$ cat config.mk
export PLATFORM = sky130hd
export DESIGN_NAME = prog_loader
export DESIGN_NICKNAME = d
export VERILOG_FILES = /design/src/rtl/prog_loader.sv
export SDC_FILE = /design/constraint.sdc
export NUM_CORES = 1
export LEC_CHECK = 0
export CORE_ASPECT_RATIO = 0.7
export CORE_UTILIZATION = 60
export DETAILED_ROUTE_END_ITERATION = 8
export HOLD_SLACK_MARGIN = 0.12
export PLACE_DENSITY_LB_ADDON = 0.05
export SLEW_MARGIN = 25
export SYNTH_ARGS = -nofsm -noshare
export SYNTH_HDL_FRONTEND = slang
export SYNTH_SLANG_ARGS = --single-unit
$ cat constraint.sdc
create_clock -name clk -period 2.9 [get_ports clk]
set_input_delay 0.29 -clock clk [delete_from_list [all_inputs] [get_ports clk]]
set_output_delay 0.29 -clock clk [all_outputs]
set_load 0.01 [all_outputs]
$ cat src/rtl/prog_loader.sv
// Nibble-stream program loader with checksum and 16x8 instruction store.
// Define PROG_LOADER_BOOT_IMAGE_EN to preload the LED-counter image at reset.
module prog_loader #(
  parameter logic [7:0]  CKSUM_SEED = 8'h00,
  parameter int unsigned RUN_DELAY  = 2
) (
  input  logic       clk,
  input  logic       reset,
  input  logic [3:0] adr,
  output logic [7:0] dout,
  output logic       cpu_reset,
  input  logic       ld_start,
  input  logic       ld_valid,
  input  logic [3:0] ld_data,
  output logic       ld_ready,
  output logic       busy,
  output logic       err
);

  typedef enum logic [2:0] {
    S_BOOT, S_RUN, S_LD_HI, S_LD_LO,
    S_CK_HI, S_CK_LO, S_HOLD, S_ERR
  } state_e;

  localparam logic [3:0] DLY_M1 = 4'(RUN_DELAY - 1);

  state_e     state_q, state_d;
  logic [3:0] ptr_q, ptr_d;
  logic [7:0] acc_q, acc_d;
  logic [3:0] hi_q, hi_d;
  logic [3:0] cnt_q, cnt_d;
  logic       err_q, err_d;
  logic [7:0] mem_q [16];
  logic       we;
  logic [7:0] wdata;
  logic       xfer;
  logic       run;

  function automatic logic [7:0] boot_word(input int i);
`ifdef PROG_LOADER_BOOT_IMAGE_EN
    case (i)
      0:       boot_word = 8'hA0;
      1:       boot_word = 8'h30;
      2:       boot_word = 8'h60;
      3:       boot_word = 8'h91;
      default: boot_word = 8'h00;
    endcase
`else
    boot_word = (i < 0) ? 8'hFF : 8'h00;
`endif
  endfunction

  assign run       = (state_q == S_RUN);
  assign cpu_reset = run;
  assign dout      = run ? mem_q[adr] : 8'h00;
  assign ld_ready  = (state_q == S_LD_HI) || (state_q == S_LD_LO) ||
                     (state_q == S_CK_HI) || (state_q == S_CK_LO);
  assign busy      = ld_ready || (state_q == S_HOLD);
  assign err       = err_q;
  assign xfer      = ld_valid && ld_ready;
  assign wdata     = {hi_q, ld_data};

  always_comb begin
    state_d = state_q;
    ptr_d   = ptr_q;
    acc_d   = acc_q;
    hi_d    = hi_q;
    cnt_d   = cnt_q;
    err_d   = err_q;
    we      = 1'b0;
    unique case (state_q)
      S_BOOT: state_d = S_RUN;
      S_RUN, S_ERR: begin
        if (ld_start) begin
          state_d = S_LD_HI;
          ptr_d   = 4'd0;
          acc_d   = CKSUM_SEED;
          err_d   = 1'b0;
        end
      end
      S_LD_HI: begin
        if (xfer) begin
          hi_d    = ld_data;
          state_d = S_LD_LO;
        end
      end
      S_LD_LO: begin
        if (xfer) begin
          we    = 1'b1;
          acc_d = acc_q + wdata;
          if (ptr_q == 4'hF) begin
            state_d = S_CK_HI;
          end else begin
            ptr_d   = ptr_q + 4'd1;
            state_d = S_LD_HI;
          end
        end
      end
      S_CK_HI: begin
        if (xfer) begin
          hi_d    = ld_data;
          state_d = S_CK_LO;
        end
      end
      S_CK_LO: begin
        if (xfer) begin
          if (wdata == acc_q) begin
            state_d = S_HOLD;
            cnt_d   = DLY_M1;
          end else begin
            state_d = S_ERR;
            err_d   = 1'b1;
          end
        end
      end
      S_HOLD: begin
        if (cnt_q == 4'd0) state_d = S_RUN;
        else cnt_d = cnt_q - 4'd1;
      end
    endcase
  end

  always_ff @(posedge clk or negedge reset) begin
    if (!reset) begin
      state_q <= S_BOOT;
      ptr_q   <= 4'd0;
      acc_q   <= CKSUM_SEED;
      hi_q    <= 4'd0;
      cnt_q   <= 4'd0;
      err_q   <= 1'b0;
    end else begin
      state_q <= state_d;
      ptr_q   <= ptr_d;
      acc_q   <= acc_d;
      hi_q    <= hi_d;
      cnt_q   <= cnt_d;
      err_q   <= err_d;
    end
  end

  // Store is reset too so an abandoned load never leaves partial code behind.
  always_ff @(posedge clk or negedge reset) begin
    if (!reset) begin
      for (int i = 0; i < 16; i++) mem_q[i] <= boot_word(i);
    end else if (we) begin
      mem_q[ptr_q] <= wdata;
    end
  end

endmodule

======== After elaboration in Yosys (flattened, before gate mapping) ========
Index checks and enable logic that the tools add are counted.
storage, ports and cells
  flip-flop bits (word level) ............. 152
  input port bits ......................... 12
operators by class
  add/subtract/negate cells ............... 3
  magnitude comparators ................... 3
  equal/unequal tests ..................... 19
  multiplexer cells ....................... 33
  bitwise gates (word level) .............. 2
  reduce and logical (&&, ||, !) cells .... 19
operators by type and width
  operator                                                                      number
  128-bit bitwise mux                                                           1
  8-bit 2-to-1 mux                                                              6
  8-bit binary-select mux with 4-bit select                                     1
  8-bit demux with 4-bit select                                                 1
  4-bit 2-to-1 mux                                                              6
  3-bit 2-to-1 mux                                                              7
  3-bit case mux with 7 select lines                                            1
  2-bit inequality test, second input constant                                  8
  4-bit case mux with 2 select lines                                            2
  8-bit case mux with 2 select lines                                            1
  3-bit equality test, second input constant                                    4
  4-bit AND reduction                                                           3
  5-bit >= comparator, second input constant                                    2
  4-bit inverter with 5-bit output                                              2
  8-bit adder                                                                   1
  8-bit equality test                                                           1
  3-bit by 2-bit equality test with 1-bit output, second input constant         2
  1-bit 2-to-1 mux                                                              6
  6-bit AND reduction                                                           1
  2-bit nonzero test                                                            3
  5-bit by 1-bit less-than comparator with 1-bit output, second input constant  1
  4-bit by 1-bit adder with 4-bit output, second input constant                 1
  4-bit equality test, second input constant                                    1
  4-bit logical NOT                                                             1
  10 further kinds                                                              16

======== Longest topological paths before layout ========
Gate-level depths: netlist of the first run.
  depth in word-level cells ............... 7
  gate-level depth with buffers ........... 9
  depth with buffers taken out ............ 7

======== Worst setup path after synthesis of the first run ========
No wires, ideal clock.
  path type ............................... flip-flop to flip-flop
  start point ............................. register state_q[1]
  end point ............................... register mem_q[100] (netlist name)
  arrival time ............................ 2.030 ns
  data required time ...................... 2.772 ns
  slack ................................... 0.742 ns
  stages on the path, launching flop included .. 9
  path buffers ............................ 2
  path through ............................ dfrtp_1 -> buf_2 -> inv_1 -> ha_1 -> nand2b_1 -> nor2_1 -> buf_4 -> nand3_2 -> mux2_1
on the way
  cells in the longest elaborated chain, start to end .. 7
  elaborated cells on any way between the ends .. 10
  those cells by class .................... eq/ne (4); mux (2); reduce/logical (4)
ends and longest elaborated chain
  element                                                                   RTL line  RTL
  from (decl)                                                               27        state_e state_q, state_d;
  from (signal assigned)                                                    132       state_q <= state_d;
  3-bit by 2-bit equality test with 1-bit output, on equally long branches  56, 71
  1-bit logical OR (2 in series)                                            56        assign ld_ready = (state_q == S_LD_HI) || (state_q == S_LD_LO) ||
  1-bit logical OR                                                          57        (state_q == S_CK_HI) || (state_q == S_CK_LO);
  1-bit logical AND                                                         60        assign xfer = ld_valid && ld_ready;
  1-bit 2-to-1 mux                                                          88        if (xfer) begin
  1-bit 2-to-1 mux (*)                                                      71        unique case (state_q)
  to (signal, indexed assignment)                                           146       mem_q[ptr_q] <= wdata;
  to (decl)                                                                 33        logic [7:0] mem_q [16];
Mark *: on every way between the ends. The rest lies on a longest branch, timed or not.
A chain may end at the register's enable or synchronous reset.

======== Worst setup path in the final report of the first run ========
  start point ............................. input adr[2]
  end point ............................... output dout[4]
on the way
  cells in the longest elaborated chain, start to end .. 5
ends and longest elaborated chain
  element                                                 RTL line  RTL
  from (decl)                                             9         input logic [3:0] adr,
  4-bit inverter with 5-bit output (not written as such)  55        assign dout = run ? mem_q[adr] : 8'h00;
  8-bit binary-select mux with 4-bit select               55
  8-bit 2-to-1 mux (not written as such) (2 in series)    55
  8-bit 2-to-1 mux                                        55
  to (decl)                                               10        output logic [7:0] dout,
Every way passes these cells. The select of a mux whose other input is x is not followed.

==> reports/qor.txt, run 1 <==
Worst-path clk slew: 0.07 ns
Top-area cell type share of the netlist area: 50.0%
Syn Area/Cell: 14.3 sq um
#FFs+latches synth: 152
Syn_nets: 557
Post-placement worst setup slack: 0.0964 ns
Mapped cell area: 7600 sq um
Initial antenna violation count: 1
Core box area: 12000 sq um
Critical path type: in -> out
Reg power frac: 42.4%
Post-DP Area: 8160 sq um
Final GP Congestion: 0.796
Clock Latency Late Sink: 0.41 ns
Crit end category: output port
Final instance area: 8760 sq um
Total global routing overflow: 0
Internal power: 0.00530 W
PostCTS Resize Cnt: 0
First-pass GRT wire length: 28000 microns
Average wire per standard cell: 23.2 microns
Net switching power: 0.00265 W
Arr. time, crit path: 2.56 ns
Switching part of the total: 33.3%
Register area share after synthesis: 50.0%
Tightest Pin Transition: 0.763 ns
Cell Pwr Density: 907 nW/um^2
Crit path time final: 2.85 ns
VDD IR-drop max: 0.000495 V
Fin. Hold Viols: 0
Full die area: 13100 sq um
Gate Count Post-Synth: 531
Fin Setup TNS: 0 ns
DR vias/cell: 6.30
Clock power share: 27.8%
Core Util, Final: 72.9%
Post-route setup slack: 0.0524 ns
Crit path launch type: input pin
Outcome: complete, no violations
Final HPWL DP: 11900 microns
Clock sinks: 152
Routed WL: 17400 microns
CTS Buf Count: 17
HP Class: in -> async
Max-slew headroom: 49.1%
DRC Markers: 0
Gate power share: 29.8%
DR iter-0 viols: 397
Clock skew: 0.0115 ns
Number of global-route vias before repair: 4878
CTS max path bufs: 2
Io pins: 24
CP required: 2.61 ns
GR Util All Layers: 30.0%
Leak: 4.21 nW
Max FO, Critical Path: 27
Tcrit/Tclk final: 98.2%
Ranking of synthesized cells by area: dfrtp_1, mux2_1, mux4_1, mux4_2, ha_1
Synth warn: 0
Post-synth EDFFs: 0
Total power: 0.00795 W
Largest net degree at the start of global routing: 82
Layout area overhead: 15.2%
TritonCTS clock tree: built
Initial cell density of the core: 63.3%
Count of final max-slew check failures: 0
H-tree depth reported by CTS: 4
PortBufs: 23
Die Wd: 137 microns
Nets@finish: 606
Core Rows: 33
Post-synth top area cell: dfrtp_1
# diodes: 0
Ratio of cells with drive above 1 in the final layout: 19.6%
Final ANT Viol Nets: 0
Unrepaired setup endpoints after global routing: no
Commonest non-fill, non-tap cell in the layout: dfrtp_1
Setup-failing EPs final: 0
Routed via count: 4727
Max cap viols: 0
Clk root buf: clkbuf_16
Async SR Flop Fraction: 100%
Most frequent cells in the layout: dfrtp_1, mux2_1, buf_4
Die Y: 96.2 microns
Yosys cell types: 58
DR pass1 iterations: 4
Maximum clock rate: 0.351 GHz
Post-synth top flop: dfrtp_1
==> path summary, 6_finish.rpt <==
check | end | slack [ns] | startpoint | depth (start not counted)
max in group asynchronous | mem_q[113] | 1.56 | reset | 3
hold reg to reg | mem_q[107] | 0.48 | mem_q[107] | 1
min in group clk | mem_q[107] | 0.48 | mem_q[107] | 1
setup reg to reg | cnt_q[3] | 0.38 | hi_q[1] | 6
setup / recovery | dout[4] | 0.05 | adr[2] | 6
hold / removal | mem_q[104] | 0.48 | reset | 2
==> registers in the layout (all words and copies together), names as in the netlist <==
signal,count
acc_q,8
cnt_q,4
err,1
hi_q,4
mem_q,128
ptr_q,4
state_q,3
==> logic make-up (layout without fill, tap and decap cells) <==
logic type	count (synthesis)	after routing	synth area share [%]
AO/OA/AOI/OAI	57	57	4.95
XOR/XNOR	7	7	0.806
adder cells (fa/ha/maj)	14	14	2.40
buffers and inverters	42	104	3.00
flip-flops	152	152	50.0
multiplexers	157	157	30.4
AND/OR/NAND/NOR	102	102	8.44
==> critical path: stages <==
cell	delay [ns]
clkdlybuf4s50_1	0.55
buf_12	0.22
mux4_1	0.34
mux4_2	0.49
nor2b_1	0.15
clkdlybuf4s50_1	0.50
==> power groups by stage <==
stage	clock network, W	registers [W]	logic [W]
floorplan	0	0.00315	0.00187
global route	0.00233	0.00347	0.00260
finish	0.00221	0.00337	0.00237
CTS	0.00224	0.00336	0.00238
global placement	0	0.00336	0.00224
detailed placement	0	0.00339	0.00236
==> per-layer routing <==
metal	share of wire (%)	wire length (microns)	track usage (%)
met5	0.075	13	0
met4	2.7	471	12.9
met1	48	8280	43.7
met2	44	7670	43.9
met3	5.5	948	6.48
==> layout make-up <==
class	instances	area [sq um]
Fill cell	777	3260
Sequential cell	152	3800
Tap cell	157	196
Inverter	11	41.3
Clock inverter	14	153
Clock buffer	18	439
Timing Repair Buffer	61	552
Multi-Input combinational cell	337	3570
==> timing repair <==
item,4_1_cts,5_1_grt
hold buffers,1,0
buffers inserted,0,0
hold endpoints to repair,77,0
==> cells in the mapped netlist, types with 2 or more instances <==
master	number
a211o_1	2
a21o_1	5
a21oi_1	4
a22o_1	7
a2bb2oi_1	2
and3_1	2
buf_1	3
buf_2	4
buf_4	5
buf_8	2
clkbuf_1	15
dfrtp_1	152
ha_1	13
inv_1	11
mux2_1	106
mux2_2	11
mux4_1	24
mux4_2	16
nand2_1	30
nand3_1	6
nand3_2	12
nand3b_1	4
nand4_4	3
nand4b_1	2
nor2_1	11
nor2b_1	13
nor3_1	3
o21ai_0	3
o21ai_1	23
or2_1	2
or3_1	3
xnor2_1	4
xor2_1	3
==> stage by stage <==
step | cells | hold slack, ns
6_report | 750 | 0.475
5_1_grt | 750 | 0.498
4_1_cts | 750 | 0.485
3_5_place_dp | 717 | 0.377
3_3_place_gp | 717 | 0.375
2_1_floorplan | 531 | -0.00559
Note: power is estimated with default switching activity, not from simulation.
==> inputs of run 2 (changes only) <==
==> constraint.sdc (replaced) <==
create_clock -name clk -period 2.7 [get_ports clk]
set_input_delay 0.27 -clock clk [delete_from_list [all_inputs] [get_ports clk]]
set_output_delay 0.27 -clock clk [all_outputs]
set_load 0.01 [all_outputs]
==> reports/qor.txt, run 2 (synthesis results as in run 1) <==
Setup-failing EPs final: 0
Cell Pwr Density: 969 nW/um^2
Most frequent cells in the layout: dfrtp_1, mux2_1, nand2_1
Gate power share: 31.1%
PortBufs: 23
Reg power frac: 42.3%
Total power: 0.00845 W
Total global routing overflow: 0
Critical path type: reg -> out
Commonest non-fill, non-tap cell in the layout: dfrtp_1
Arr. time, crit path: 2.31 ns
Largest registers: mem_q (128), acc_q (8)
Reg with most FFs: mem_q
# diodes: 0
Unrepaired setup endpoints after global routing: no
DR vias/cell: 6.40
H-tree depth reported by CTS: 4
Core box area: 12000 sq um
HP Class: in -> async
GR Util All Layers: 30.0%
Internal power: 0.00559 W
Tcrit/Tclk final: 95.6%
DRC Markers: 0
Switching part of the total: 33.8%
DR pass1 iterations: 4
Routed WL: 17600 microns
Crit end category: output port
Count of final max-slew check failures: 0
First-pass GRT wire length: 27700 microns
Routed via count: 4756
Die Y: 96.2 microns
Crit path launch type: flop
Nets@finish: 599
CTS max path bufs: 2
Placed cells: 709
Non-filler cells, final: 743
Number of global-route vias before repair: 4762
Clock power share: 26.6%
Fin Setup TNS: 0 ns
Largest net degree at the start of global routing: 67
Clock Latency Late Sink: 0.43 ns
Max cap viols: 0
CP required: 2.43 ns
Initial antenna violation count: 0
Average wire per standard cell: 23.7 microns
Fin. Hold Viols: 0
Crit path time final: 2.58 ns
CTS Buf Count: 17
Net switching power: 0.00286 W
Clock skew: 0.0112 ns
Final HPWL DP: 11400 microns
Core Rows: 33
Ratio of cells with drive above 1 in the final layout: 18.8%
Worst-path clk slew: 0.06 ns
Final ANT Viol Nets: 0
TritonCTS clock tree: built
Core Util, Final: 72.6%
Maximum clock rate: 0.388 GHz
Max-slew headroom: 56.5%
Tightest Pin Transition: 0.652 ns
DR iter-0 viols: 354
Max FO, Critical Path: 2
Clk root buf: clkbuf_16
Io pins: 24
Layout area overhead: 14.7%
Leak: 4.24 nW
VDD IR-drop max: 0.000614 V
Full die area: 13100 sq um
Initial cell density of the core: 63.3%
Outcome: complete, no violations
Final GP Congestion: 0.809
Die Wd: 137 microns
Max reg flops: 128
Clock sinks: 152
-- run 2: cell count changes in the layout (fill, tap and decap cells not counted), moves of 2 or more --
cell	previous run	this run
buf_12	3	6
buf_4	34	23
clkdlybuf4s50_1	21	12
clkinv_4	4	2
dlygate4sd2_1	0	7
inv_6	4	8
inv_8	4	2
-- run 2: what timing repair did --
action,CTS,global route
gates resized for setup,9,2
endpoints found under the hold margin,64,0
gates cloned,1,0
pin swaps,0,0
buffers inserted,0,0
setup endpoints to repair,8,1
hold buffers,1,0
-- run 2: metrics by stage --
step / instance area, sq um / hold WS (ns) / setup WS (ns)
floorplan: 7600 / -0.0256 / 0.542
global placement: 8130 / 0.302 / -0.0953
detailed placement: 8130 / 0.300 / -0.100
CTS: 8720 / 0.430 / 0.00377
global route: 8720 / 0.471 / 0.0411
finish: 8720 / 0.411 / 0.120
-- run 2: worst max-delay path, cell delays in order, from the launching register on --
cell           delay [ns]
dfrtp_1              0.38
mux4_1               0.53
mux4_2               0.53
nor2b_1              0.16
dlygate4sd2_1        0.29
-- run 2: per-layer routing --
layer  global-route usage, %  share of wire [%]
met5                       0                  0
met2                    45.9                 46
met1                    42.6                 47
met4                    8.61                1.2
met3                    7.74                5.4
-- run 2: power groups by stage --
stage | registers [W] | logic [W] | clock network (W)
after global routing | 0.00368 | 0.00286 | 0.00238
after global placement | 0.00356 | 0.00247 | 0
after CTS | 0.00357 | 0.00263 | 0.00228
after floorplan | 0.00338 | 0.00201 | 0
final | 0.00358 | 0.00263 | 0.00224
after detailed placement | 0.00360 | 0.00259 | 0
-- run 2: layout make-up --
type,instances,area [sq um]
multi-input cells,337,3570
flip-flops and latches,152,3800
well taps,157,196
clock inverters,15,130
repair buffers,54,556
fillers,778,3290
clock buffers,17,425
inverters,11,41.3
-- run 2: worst paths after layout --
kind                            slack, ns  cells after the start  startpoint         end
worst max-delay path                 0.12                      4  mem_q[115]     dout[3]
worst min-delay path                 0.41                      2       reset   mem_q[98]
worst max register to register       0.37                      7  state_q[1]  mem_q[104]
worst min register to register       0.49                      1  mem_q[117]  mem_q[117]
max in group asynchronous            1.60                      3       reset    ptr_q[2]
min in group clk                     0.49                      1  mem_q[117]  mem_q[117]
==> inputs of run 3 (changes only) <==
--- a/config.mk
+++ b/config.mk
@@ -5,7 +5,9 @@
 export SDC_FILE = /design/constraint.sdc
 export NUM_CORES = 1
 export LEC_CHECK = 0
+export CAP_MARGIN = 20
 export CORE_ASPECT_RATIO = 0.7
+export CORE_MARGIN = 1.5
 export CORE_UTILIZATION = 60
 export DETAILED_ROUTE_END_ITERATION = 8
 export HOLD_SLACK_MARGIN = 0.12
==> reports/qor.txt, run 3 (synthesis results as in run 1) <==
Final ANT Viol Nets: 0
Critical R2R Launch: state_q[1]
Internal power: 0.00557 W
CTS max path bufs: 2
Initial cell density of the core: 61.4%
Die Wd: 138 microns
Final HPWL DP: 11500 microns
Register area: 3800 sq um
PortBufs: 23
Final GP Congestion: 0.858
Fin. Hold Viols: 0
Critical path type: reg -> out
Average wire per standard cell: 23.7 microns
Core box area: 12400 sq um
Tcrit/Tclk final: 95.5%
Cell Pwr Density: 982 nW/um^2
Arr. time, crit path: 2.31 ns
Crit path time final: 2.58 ns
TritonCTS clock tree: built
Nets@finish: 590
Layout area overhead: 13.4%
Post-CTS setup buffer count: 0
Setup-failing EPs final: 0
DR vias/cell: 6.37
Initial antenna violation count: 0
Unrepaired setup endpoints after global routing: no
Clock sinks: 152
Crit path launch type: flop
# diodes: 0
Clock skew: 0.0100 ns
Die Y: 97.2 microns
DRC Markers: 0
FF-to-FF path depth: 7
HP Class: in -> async
Worst Hold Slack: 0.336 ns
Leak: 4.14 nW
Total global routing overflow: 0
Fin Setup TNS: 0 ns
CP max-delay cell: mux4_1
DR iter-0 viols: 361
Clock power share: 26.5%
Max cap viols: 0
DR pass1 iterations: 5
GR Util All Layers: 29.2%
Area occupied by multi-input gates: 3550 sq um
Ratio of cells with drive above 1 in the final layout: 18.4%
Max-slew headroom: 56.7%
Filler cells: 837
First-pass GRT wire length: 28400 microns
Post-placement worst setup slack: -0.0968 ns
H-tree depth reported by CTS: 4
VDD IR-drop max: 0.000546 V
Clock Latency Late Sink: 0.42 ns
Reg with most FFs: mem_q
Largest registers: mem_q (128), acc_q (8)
CP required: 2.43 ns
CTS Buf Count: 17
Tightest Pin Transition: 0.649 ns
Crit-path cells: mux4_1 -> mux4_2 -> nor2b_1 -> dlygate4sd2_1
R2R Setup Slk: 0.33 ns
Reg power frac: 42.6%
Number of global-route vias before repair: 4806
Routed WL: 17500 microns
Max reg flops: 128
Outcome: complete, no violations
Routed via count: 4709
Io pins: 24
Largest net degree at the start of global routing: 60
Post-route setup slack: 0.122 ns
Most frequent cells in the layout: dfrtp_1, mux2_1, nand2_1
Max FO, Critical Path: 2
Reg-to-Reg End: mem_q[64]
Full die area: 13400 sq um
Gate power share: 30.9%
Core Util, Final: 69.6%
Count of final max-slew check failures: 0
Net switching power: 0.00290 W
CP max stage delay: 0.56 ns
Core Rows: 34
Crit end category: output port
Clk root buf: clkbuf_16
Maximum clock rate: 0.388 GHz
Switching part of the total: 34.2%
Worst-path clk slew: 0.07 ns
Commonest non-fill, non-tap cell in the layout: dfrtp_1
-- run 3: changes by cell type in the layout (fill, tap and decap cells not counted), sizes merged --
cell | before | now
buf | 31 | 22
clkdlybuf4s15 | 1 | 0
clkinv | 3 | 2
dlygate4sd2 | 7 | 9
dlymetal6s2s | 1 | 0
inv | 21 | 22
-- run 3: worst max-delay path: cells and delay by family, from the launching register on --
family	cells	cell delay [ns]
and+or+nand+nor	1	0.15
buffers and inverters	1	0.29
muxes	2	1.06
DFF	1	0.39
-- run 3: metal layers --
layer / GRT usage, % / wire length, microns / up-vias
met3: 7.30 / 1010 / 23
li1: - / - / 2066
met5: 0 / 0 / -
met2: 42.3 / 7910 / 148
met1: 44.6 / 8350 / 2472
met4: 7.04 / 217 / 0
-- run 3: how the worst max path moves through the flow --
stage | startpoint | end | slack (ns) | cells past startpoint
6_report | mem_q[103] | dout[7] | 0.12 | 4
5_1_grt | mem_q[56] | dout[0] | 0.06 | 4
4_1_cts | mem_q[103] | dout[7] | 0.10 | 4
3_5_place_dp | adr[2] | dout[1] | -0.1 | 6
3_3_place_gp | adr[2] | dout[1] | -0.12 | 6
2_1_floorplan | state_q[1] | mem_q[100] | 0.54 | 8
-- run 3: area by class of cell --
class	instances	share of cell area, %
sequential	152	44.1
multi-input combinational	337	41.2
timing repair buffer	45	5.46
clock buffer	17	4.93
tap	162	2.35
clock inverter	15	1.48
inverter	11	0.479
-- run 3: power groups by stage --
stage               clock network [W]  registers [W]  logic (W)
floorplan                           0        0.00338    0.00201
global placement                    0        0.00357    0.00248
detailed placement                  0        0.00362    0.00259
CTS                           0.00228        0.00360    0.00262
global route                  0.00239        0.00370    0.00286
finish                        0.00224        0.00360    0.00262
-- run 3: stage by stage --
| step | cell area [sq um] | std cells | total power [W] |
|---|---|---|---|
| 3_5_place_dp | 8060 | 705 | 0.00621 |
| 5_1_grt | 8620 | 739 | 0.00895 |
| 6_report | 8620 | 739 | 0.00847 |
| 2_1_floorplan | 7600 | 531 | 0.00539 |
| 3_3_place_gp | 8060 | 705 | 0.00605 |
| 4_1_cts | 8620 | 739 | 0.00850 |
-- run 3: repair_timing --
item	in CTS	in global routing
setup endpoints to repair	8	0
endpoints found under the hold margin	39	0
hold buffers	1	0
resized for setup	15	0
